<file path="src/rtl/morph_pkg.sv">
// -----------------------------------------------------------------------------
// morph_pkg
// Shared definitions for the binary 3x3 morphology blocks (dilation, erosion).
//   morph_state_t : pipeline phase of a streaming 3x3 window operator
//     ST_FILL  - priming the two line buffers, no outputs yet
//     ST_RUN   - one output per accepted input
//     ST_FLUSH - input closed, draining the last WIDTH+1 outputs with zeros
// -----------------------------------------------------------------------------
package morph_pkg;

  typedef enum logic [1:0] {
    ST_FILL  = 2'd0,
    ST_RUN   = 2'd1,
    ST_FLUSH = 2'd2
  } morph_state_t;

endpackage

</file>
<file path="src/rtl/line_buffer.sv">
// -----------------------------------------------------------------------------
// line_buffer
// One-bit, DEPTH-deep shift register used as a single image-row delay.
//   clock   : rising-edge clock
//   reset   : synchronous active-high clear of all taps
//   i_shift : advance the delay line by one position
//   i_bit   : bit entering the line
//   o_bit   : bit that entered DEPTH shifts ago
// -----------------------------------------------------------------------------
module line_buffer #(
  parameter int DEPTH = 640
) (
  input  logic clock,
  input  logic reset,
  input  logic i_shift,
  input  logic i_bit,
  output logic o_bit
);

  logic [DEPTH-1:0] r_taps;

  always_ff @(posedge clock) begin
    if (reset) begin
      r_taps <= '0;
    end else if (i_shift) begin
      r_taps <= {r_taps[DEPTH-2:0], i_bit};
    end
  end

  assign o_bit = r_taps[DEPTH-1];

endmodule

</file>
<file path="src/rtl/dilation.sv">
// -----------------------------------------------------------------------------
// dilation
// Streaming binary 3x3 dilation (OR of the neighbourhood, zero outside frame).
//   clock     : rising-edge clock
//   reset     : synchronous active-high reset, discards any partial frame
//   in_write  : input pixel valid
//   in_pixel  : binary input pixel, raster order
//   in_ready  : block accepts in_pixel this cycle
//   out_read  : output pixel valid, one-cycle strobe
//   out_pixel : registered dilated pixel, raster order
//   dbg_state : current pipeline phase (observation only)
// Handshake: input transfers when in_write && in_ready at a rising edge;
// outputs are strobed with out_read and cannot be stalled by the sink.
//
// Window layout: when input index n is accepted, the incoming column is
// {row-2, row-1, row} = {lb_top, lb_mid, in_pixel} = pixels n-2W, n-W, n.
// r_win0 / r_win1 hold the columns of n-1 and n-2, so the window centre is
// pixel n-W-1, which is the output produced by this acceptance.
// -----------------------------------------------------------------------------
module dilation
  import morph_pkg::*;
#(
  parameter int WIDTH  = 640,
  parameter int HEIGHT = 480
) (
  input  logic         clock,
  input  logic         reset,
  input  logic         in_write,
  input  logic         in_pixel,
  output logic         in_ready,
  output logic         out_read,
  output logic         out_pixel,
  output morph_state_t dbg_state
);

  localparam int CW = $clog2(WIDTH);
  localparam int RW = $clog2(HEIGHT);
  localparam logic [CW-1:0] COL_LAST = CW'(WIDTH - 1);
  localparam logic [RW-1:0] ROW_LAST = RW'(HEIGHT - 1);
  localparam logic [CW-1:0] COL_ONE  = CW'(1);
  localparam logic [RW-1:0] ROW_ONE  = RW'(1);

  morph_state_t  r_state;
  morph_state_t  w_state_next;

  logic [CW-1:0] r_in_col;
  logic [RW-1:0] r_in_row;
  logic [CW-1:0] r_out_col;
  logic [RW-1:0] r_out_row;

  logic [2:0]    r_win0;      // column of pixel n-1, bit2 = top row
  logic [2:0]    r_win1;      // column of pixel n-2
  logic [2:0]    w_col_new;   // column of pixel n (incoming)

  logic          r_out_read;
  logic          r_out_pixel;

  logic          w_accept;
  logic          w_flush;
  logic          w_shift;
  logic          w_emit;
  logic          w_din;
  logic          w_lb_mid;
  logic          w_lb_top;
  logic          w_in_last;
  logic          w_out_last;
  logic          w_fill_done;

  logic [2:0]    w_left;
  logic [2:0]    w_right;
  logic [2:0]    w_row_mask;
  logic          w_dilated;

  // ---------------------------------------------------------------------------
  // Handshake and pipeline advance
  // ---------------------------------------------------------------------------
  // in_ready is gated by reset directly so it reads 0 for the whole reset
  // pulse and 1 in the very first cycle after reset drops.
  assign in_ready = ~reset & (r_state != ST_FLUSH);
  assign w_accept = in_write & in_ready;
  assign w_flush  = (r_state == ST_FLUSH);

  // During flush the pipeline keeps moving, fed with zeros below the frame.
  assign w_shift  = w_accept | w_flush;
  assign w_din    = w_flush ? 1'b0 : in_pixel;
  assign w_emit   = ((r_state == ST_RUN) & w_accept) | w_flush;

  assign w_in_last   = (r_in_col == COL_LAST) && (r_in_row == ROW_LAST);
  assign w_out_last  = (r_out_col == COL_LAST) && (r_out_row == ROW_LAST);
  // Input index WIDTH is row 1, column 0.
  assign w_fill_done = (r_in_row == ROW_ONE) && (r_in_col == '0);

  // ---------------------------------------------------------------------------
  // Row delays
  // ---------------------------------------------------------------------------
  line_buffer #(.DEPTH(WIDTH)) u_lb_mid (
    .clock   (clock),
    .reset   (reset),
    .i_shift (w_shift),
    .i_bit   (w_din),
    .o_bit   (w_lb_mid)
  );

  line_buffer #(.DEPTH(WIDTH)) u_lb_top (
    .clock   (clock),
    .reset   (reset),
    .i_shift (w_shift),
    .i_bit   (w_lb_mid),
    .o_bit   (w_lb_top)
  );

  assign w_col_new = {w_lb_top, w_lb_mid, w_din};

  // ---------------------------------------------------------------------------
  // Edge masking and OR reduction, keyed on the output pixel's coordinates.
  // Masking also hides stale data from the previous frame and the wrap from
  // one row end to the next row start.
  // ---------------------------------------------------------------------------
  always_comb begin
    w_left     = r_win1;
    w_right    = w_col_new;
    w_row_mask = 3'b111;
    if (r_out_col == '0)      w_left        = 3'b000;
    if (r_out_col == COL_LAST) w_right      = 3'b000;
    if (r_out_row == '0)      w_row_mask[2] = 1'b0;
    if (r_out_row == ROW_LAST) w_row_mask[0] = 1'b0;
    w_dilated = |((w_left | r_win0 | w_right) & w_row_mask);
  end

  // ---------------------------------------------------------------------------
  // FSM
  // ---------------------------------------------------------------------------
  always_ff @(posedge clock) begin
    if (reset) begin
      r_state <= ST_FILL;
    end else begin
      r_state <= w_state_next;
    end
  end

  always_comb begin
    w_state_next = r_state;
    case (r_state)
      ST_FILL:  if (w_accept && w_fill_done) w_state_next = ST_RUN;
      ST_RUN:   if (w_accept && w_in_last)   w_state_next = ST_FLUSH;
      ST_FLUSH: if (w_out_last)              w_state_next = ST_FILL;
      default:                               w_state_next = ST_FILL;
    endcase
  end

  assign dbg_state = r_state;

  // ---------------------------------------------------------------------------
  // Counters, window and output registers
  // ---------------------------------------------------------------------------
  always_ff @(posedge clock) begin
    if (reset) begin
      r_in_col    <= '0;
      r_in_row    <= '0;
      r_out_col   <= '0;
      r_out_row   <= '0;
      r_win0      <= '0;
      r_win1      <= '0;
      r_out_read  <= 1'b0;
      r_out_pixel <= 1'b0;
    end else begin
      if (w_accept) begin
        if (r_in_col == COL_LAST) begin
          r_in_col <= '0;
          r_in_row <= (r_in_row == ROW_LAST) ? '0 : r_in_row + ROW_ONE;
        end else begin
          r_in_col <= r_in_col + COL_ONE;
        end
      end

      if (w_emit) begin
        if (r_out_col == COL_LAST) begin
          r_out_col <= '0;
          r_out_row <= (r_out_row == ROW_LAST) ? '0 : r_out_row + ROW_ONE;
        end else begin
          r_out_col <= r_out_col + COL_ONE;
        end
        r_out_pixel <= w_dilated;
      end

      if (w_shift) begin
        r_win1 <= r_win0;
        r_win0 <= w_col_new;
      end

      r_out_read <= w_emit;
    end
  end

  assign out_read  = r_out_read;
  assign out_pixel = r_out_pixel;

endmodule
</file>
<file path="config.mk">
export PLATFORM = sky130hd
export DESIGN_NAME = dilation
export DESIGN_NICKNAME = d
export VERILOG_FILES = /design/src/rtl/morph_pkg.sv /design/src/rtl/line_buffer.sv /design/src/rtl/dilation.sv
export SDC_FILE = /design/constraint.sdc
export NUM_CORES = 2
export LEC_CHECK = 0
export CORE_ASPECT_RATIO = 1.2
export CORE_MARGIN = 2
export CORE_UTILIZATION = 45
export DETAILED_ROUTE_END_ITERATION = 10
export MAX_ROUTING_LAYER = met4
export SLEW_MARGIN = 15
export SYNTH_ARGS = -nofsm -noshare
export SYNTH_HDL_FRONTEND = slang
export SYNTH_HIERARCHICAL = 1
export SYNTH_SLANG_ARGS = --single-unit
</file>
<file path="constraint.sdc">
create_clock -name clock -period 2.2 [get_ports clock]
set_input_delay 0.22 -clock clock [delete_from_list [all_inputs] [get_ports clock]]
set_output_delay 0.22 -clock clock [all_outputs]
set_load 0.05 [all_outputs]
</file>
* Yosys cells after proc, flatten, opt, wreduce, memory -nomap -nowiden
Cells that the tools add are included.
** Operators by class
- Add/sub/neg operators :: 4
- Equal/unequal tests :: 11
- Muxes and demuxes :: 13
- Bitwise logic cells :: 9
- Reductions and logical operators :: 13
** Operator list (number)
- 10-bit by 1-bit adder with 10-bit output (second input constant) :: 2
- 10-bit == test (second input constant) :: 2
- 10-bit zero test :: 2
- 10-bit 2-to-1 mux :: 2
- 9-bit by 1-bit adder with 9-bit output (second input constant) :: 2
- 9-bit == test (second input constant) :: 2
- 9-bit 2-to-1 mux :: 2
- 9-bit by 1-bit == test with 1-bit output (second input constant) :: 1
- 9-bit zero test :: 1
- 2-bit 2-to-1 mux :: 3
- 3-bit 2-to-1 mux :: 2
- 3-bit bitwise OR :: 2
- 2-bit one-hot mux with 3 select lines :: 1
- 1-bit logical AND :: 5
- 2-bit by 1-bit inequality test with 1-bit output (second input constant) :: 2
- 2-bit inequality test (second input constant) :: 2
- 2-bit AND reduction :: 2
- 1-bit AND :: 3
- 3-bit AND :: 1
- 1-bit 2-to-1 mux :: 3
- 3-bit AND reduction :: 1
- 3-bit OR reduction :: 1
- 2-bit by 1-bit == test with 1-bit output (second input constant) :: 1
- 2-bit == test (second input constant) :: 1
- 3 further kinds :: 4
** Storage, ports and cells
- Register bits :: 1328
- Input port bits :: 4
- Output and inout port bits :: 5

* Depth between registers and ports, before layout
- Depth in word-level cells :: 6
- Depth in mapped cells :: 8
- Mapped depth without buffers :: 7

* Cells and area by module
Netlist, hierarchy kept.
** Modules (own cells, without submodules)
- line_buffer :: times used 2, cells an instance 2062, area each 23269.8 um^2
- dilation :: times used 1, cells an instance 281, area each 2426.1 um^2

* Least setup slack after synthesis
OpenSTA, ideal clock, no wires.
- Path kind :: register -> register
- From :: register r_state[1], in the netlist dbg_state[1]
- To :: register u_lb_mid.r_taps[100]
- Setup time :: 0.128 ns
- Arrival :: 2.033 ns
- Required time :: 2.072 ns
- Path slack :: 0.039 ns
- Cell stages (with the launch flop) :: 9
- Clock period less this slack :: 2.161 ns
- Cell sequence :: dfxtp_1 -> nand2b_1 -> buf_2 -> nand2_1 -> buf_6 -> buf_12 -> buf_12 -> mux2i_1 -> nor2_1
** On the way
- Cells in the longest elaborated chain, start to end :: 4
** RTL lines
- start, declared :: RTL line dilation.sv:43 : morph_state_t r_state;
- start signal, assigned :: RTL line dilation.sv:137 : r_state <= w_state_next;
- 2-bit inequality test :: RTL line dilation.sv:79 : assign in_ready = ~reset & (r_state != ST_FLUSH);
- 1-bit AND :: RTL line dilation.sv:79
- 1-bit AND :: RTL line dilation.sv:80 : assign w_accept = in_write & in_ready;
- 1-bit bitwise OR (*) :: RTL line dilation.sv:84 : assign w_shift = w_accept | w_flush;
- via w_shift :: RTL line dilation.sv:60 : logic w_shift;
- end signal, assigned :: RTL line line_buffer.sv:26 : r_taps <= {r_taps[DEPTH-2:0], i_bit};
- end, declared :: RTL line line_buffer.sv:20 : logic [DEPTH-1:0] r_taps;
Mark *: on every way through the listed nets, which the timed path passes. The rest lies on a longest branch.
A chain may end at the register's enable or synchronous reset.

* Final worst setup path
- From :: register r_out_pixel, in the netlist out_pixel
- To :: output port out_pixel
** RTL lines
- start, declared :: RTL line dilation.sv:56 : logic r_out_pixel;
- start signal, assigned :: RTL line dilation.sv:183 : r_out_pixel <= w_dilated;
- end, declared :: RTL line dilation.sv:32 : output logic out_pixel,
No word-level cell between the ends.

==> results.yml <==
status:
  status: "finished clean"
detailed_routing:
  drtIter0Drc: 1454
  average_wire_per_cell_in_the_routed_design_um: 11.2
  vias: 27475
  route.detailed.vias_per_inst: 4.69
  drt.antenna.violating_nets: 0
  remaining_design_rule_violation_count: 0
  number_of_optimization_iterations_in_the_first_detailed_route_pass: 4
  route.final.wire_length_mm: 65.3
grt:
  maximum_number_of_pins_on_one_net_before_global_route_repair: 242
  grtUsageTotal_pct: 12.0
  antenna_found_initial: 0
  grt_util_met1_pct: 14.9
  busiest_layer: "met2"
  global_route.overflow_total: 0
  grtUsageMet3_pct: 2.60
  global_route_wire_length_before_repair_mm: 116
  number_of_global_route_vias_before_repair: 26397
  grt_use_met2_pct: 19.4
place:
  port_buffers: 8
  place_hpwl_mm: 35.9
  cell_area_after_placement_um2: 48800
  routabilityCongestion: 0.735
sta:
  post-route-min-period_ns: 2.05
  setup-tns-final_ns: 0
  worst_slew_pin_slew_ns: 1.07
  timing.final.crit_share_pct: 93.2
  report.final.setup_viol: 0
  fin_hold_ws_ns: 0.221
  worst_clock_skew_ns: 0.0200
  max_freq_mhz: 488
  timing.final.hold_violations: 0
  slew_headroom_pct: 28.8
  setup_repair_after_global_routing_missed_its_margin: "false"
  timing.final.max_slew_violations: 0
cts:
  clk-insertion-delay-late_ns: 0.70
  cts_tree: "built"
  clkSinkCount: 1328
  cts_made_buffers: 134
  cts_post_setup_buffers_inserted: 0
  clk_pin_slew_ns: 0.06
  root_buffer_master: "clkbuf_16"
  htreeDepth: 4
  clock_tree.buffer_depth: 3
cells_and_area:
  post_route_cells_drive_above_1_share_pct: 6.91
  fin_area_um2: 53000
  flow.area_growth_from_synthesis_pct: 8.32
  count_of_inserted_antenna_diode_cells: 0
  finish.net_count: 4373
logic_synthesis:
  post_synth.cell_area_avg_um2: 11.1
  synth_top_cells_by_area: "dfxtp_1 54%, mux2i_1 26%, nor2_1 10%"
  syn-instance-count: 4405
  netlist.area_leader.share_pct: 54.3
  post_synth_instance_area_um2: 49000
  top_post_synthesis_cells_by_count: "1,329 x nor2_1, 1,328 x dfxtp_1, 1,283 x mux2i_1, 132 x buf_12, 84 x clkbuf_1"
  yosys_register_bits: 1328
  most_used_standard_cell_by_instance_count_after_synthesis: "nor2_1"
  ys_seq_area_share_pct: 54.3
  synth_async_sr_flop_share_pct: 0
  postSynthNetCount: 4417
  netlist-cell-type-count: 44
  yosysWarningCount: 6
  ys.flop_type: "dfxtp_1"
  edff_count_synth: 0
  post-synth-top-area-cell: "dfxtp_1"
pwr:
  power.total_w: 0.0474
  power_dens_cells_nw_per_um2: 893
  vdd_ir_drop_max_v: 0.000606
  static-leakage-power_nw: 20.4
flow_run:
  cap_violations: 0
setup_path:
  worst_path_max_delay_cell: "clkdlybuf4s50_1"
  path_delay_family: "buffers and inverters"
  critical_path_buf_inv_count: 1
  cp.arrival_ns: 1.83
  worst_setup_path_end_kind: "primary output"
  required_ns: 1.98
  cp-start-kind: "flop"
  setup.worst_path.class: "flop to primary output"
  critical_path_peak_fanout: 2
  sequence_of_cells_on_the_critical_path: "clkdlybuf4s50_1"
  slowest_delay_ns: 0.80
die:
  initial_core_util_pct: 45.4
  chipHeight_um: 365
  io_pins: 9
  chipWidth_um: 305
  floorplan.die_area_um2: 111000
  core_region_um2: 108000
  rows: 132
worst_hold_path:
  min-delay-path-class: "input port to flop"
==> registers in the layout, indices dropped and copies added, names as in the netlist <==
register,cells
dbg_state,2
out_pixel,1
out_read,1
r_in_col,10
r_in_row,9
r_out_col,10
r_out_row,9
r_win0,3
r_win1,3
u_lb_mid/r_taps,640
u_lb_top/r_taps,640
==> repair_timing <==
item,CTS,global route
hold buffers,1,0
gates resized for setup,2,0
hold endpoints to repair,56,0
setup endpoints to repair,2,0
==> final cells by class <==
cell class / instances / area, um^2
clock buffers: 199 / 4020
clock inverters: 21 / 200
fillers: 9760 / 54800
inverters: 9 / 33.8
multi-input cells: 2774 / 19000
flip-flops and latches: 1328 / 26600
well taps: 1407 / 1760
repair buffers: 114 / 1450
==> power breakdown <==
part / switching, W / internal [W] / total [W]
Clock: 0.00874 / 0.0129 / 0.0216
Combinational: 0.000999 / 0.000673 / 0.00167
Sequential: 0.00000588 / 0.0241 / 0.0241
Total: 0.00975 / 0.0376 / 0.0474
==> worst reg2reg max path, cell delays in order (launching register included) <==
cell and delay (ns):
dfxtp_1 0.37, or3b_4 0.42, or3_1 0.45, a221oi_2 0.29, a21oi_1 0.09, o21a_1 0.21
==> cells in the final DEF (no fill, tap or decap), types with 4 or more instances in the layout <==
cell type        Yosys  layout
a21oi_1             12      12
and2_1               4       4
and3_1               5       5
and4_1               5       5
buf_12             132      46
buf_4                9      60
clkbuf_1            84      31
clkbuf_16            0     141
clkbuf_8             0      27
clkdlybuf4s50_1      0       4
clkinv_2             0      12
dfxtp_1           1328    1328
ha_1                 8       8
inv_1                9       9
mux2i_1           1283    1283
nand2_1             25      24
nand3_1             18      18
nand4_1             11      11
nor2_1            1329    1329
nor3_1               7       7
nor4_1               7       7
xnor2_1             14      14
xor2_1              18      18
==> path summary, 6_finish.rpt <==
check,start,to,slack (ns),cells past startpoint
worst min register to register,r_win1[0],r_win1[0],0.47,2
worst min-delay path,in_pixel,r_win0[0],0.22,3
worst max-delay path,out_pixel,out_pixel,0.15,1
worst max register to register,r_out_col[9],out_pixel,0.25,5
==> per-layer routing <==
metal	share of wire [%]	up-vias
met5	0	-
met4	2.1	0
met3	3.1	108
met2	44	194
met1	51	12636
li1	-	14537
==> metrics by stage <==
| stage | util, % | setup WS (ns) | std cells |
|---|---|---|---|
| after floorplan | - | 0.0391 | 4405 |
| after global placement | 45.3 | 0.0267 | 5631 |
| after detailed placement | 45.3 | -0.00428 | 5631 |
| after CTS | 49.2 | 0.0889 | 5852 |
| after global routing | 49.2 | 0.0940 | 5852 |
| final | 49.2 | 0.149 | 5852 |
==> cells by family (layout without fill, tap and decap cells) <==
| family | Yosys count | after routing | synth area share (%) |
|---|---|---|---|
| flops | 1328 | 1328 | 54.3 |
| buf+inv | 303 | 343 | 6.94 |
| fa+ha+maj | 8 | 8 | 0.204 |
| compound gates | 23 | 23 | 0.365 |
| mux | 1283 | 1283 | 26.2 |
| xor+xnor | 32 | 32 | 0.572 |
| simple gates | 1428 | 1428 | 11.4 |
Power figures use the tool's default switching activity.
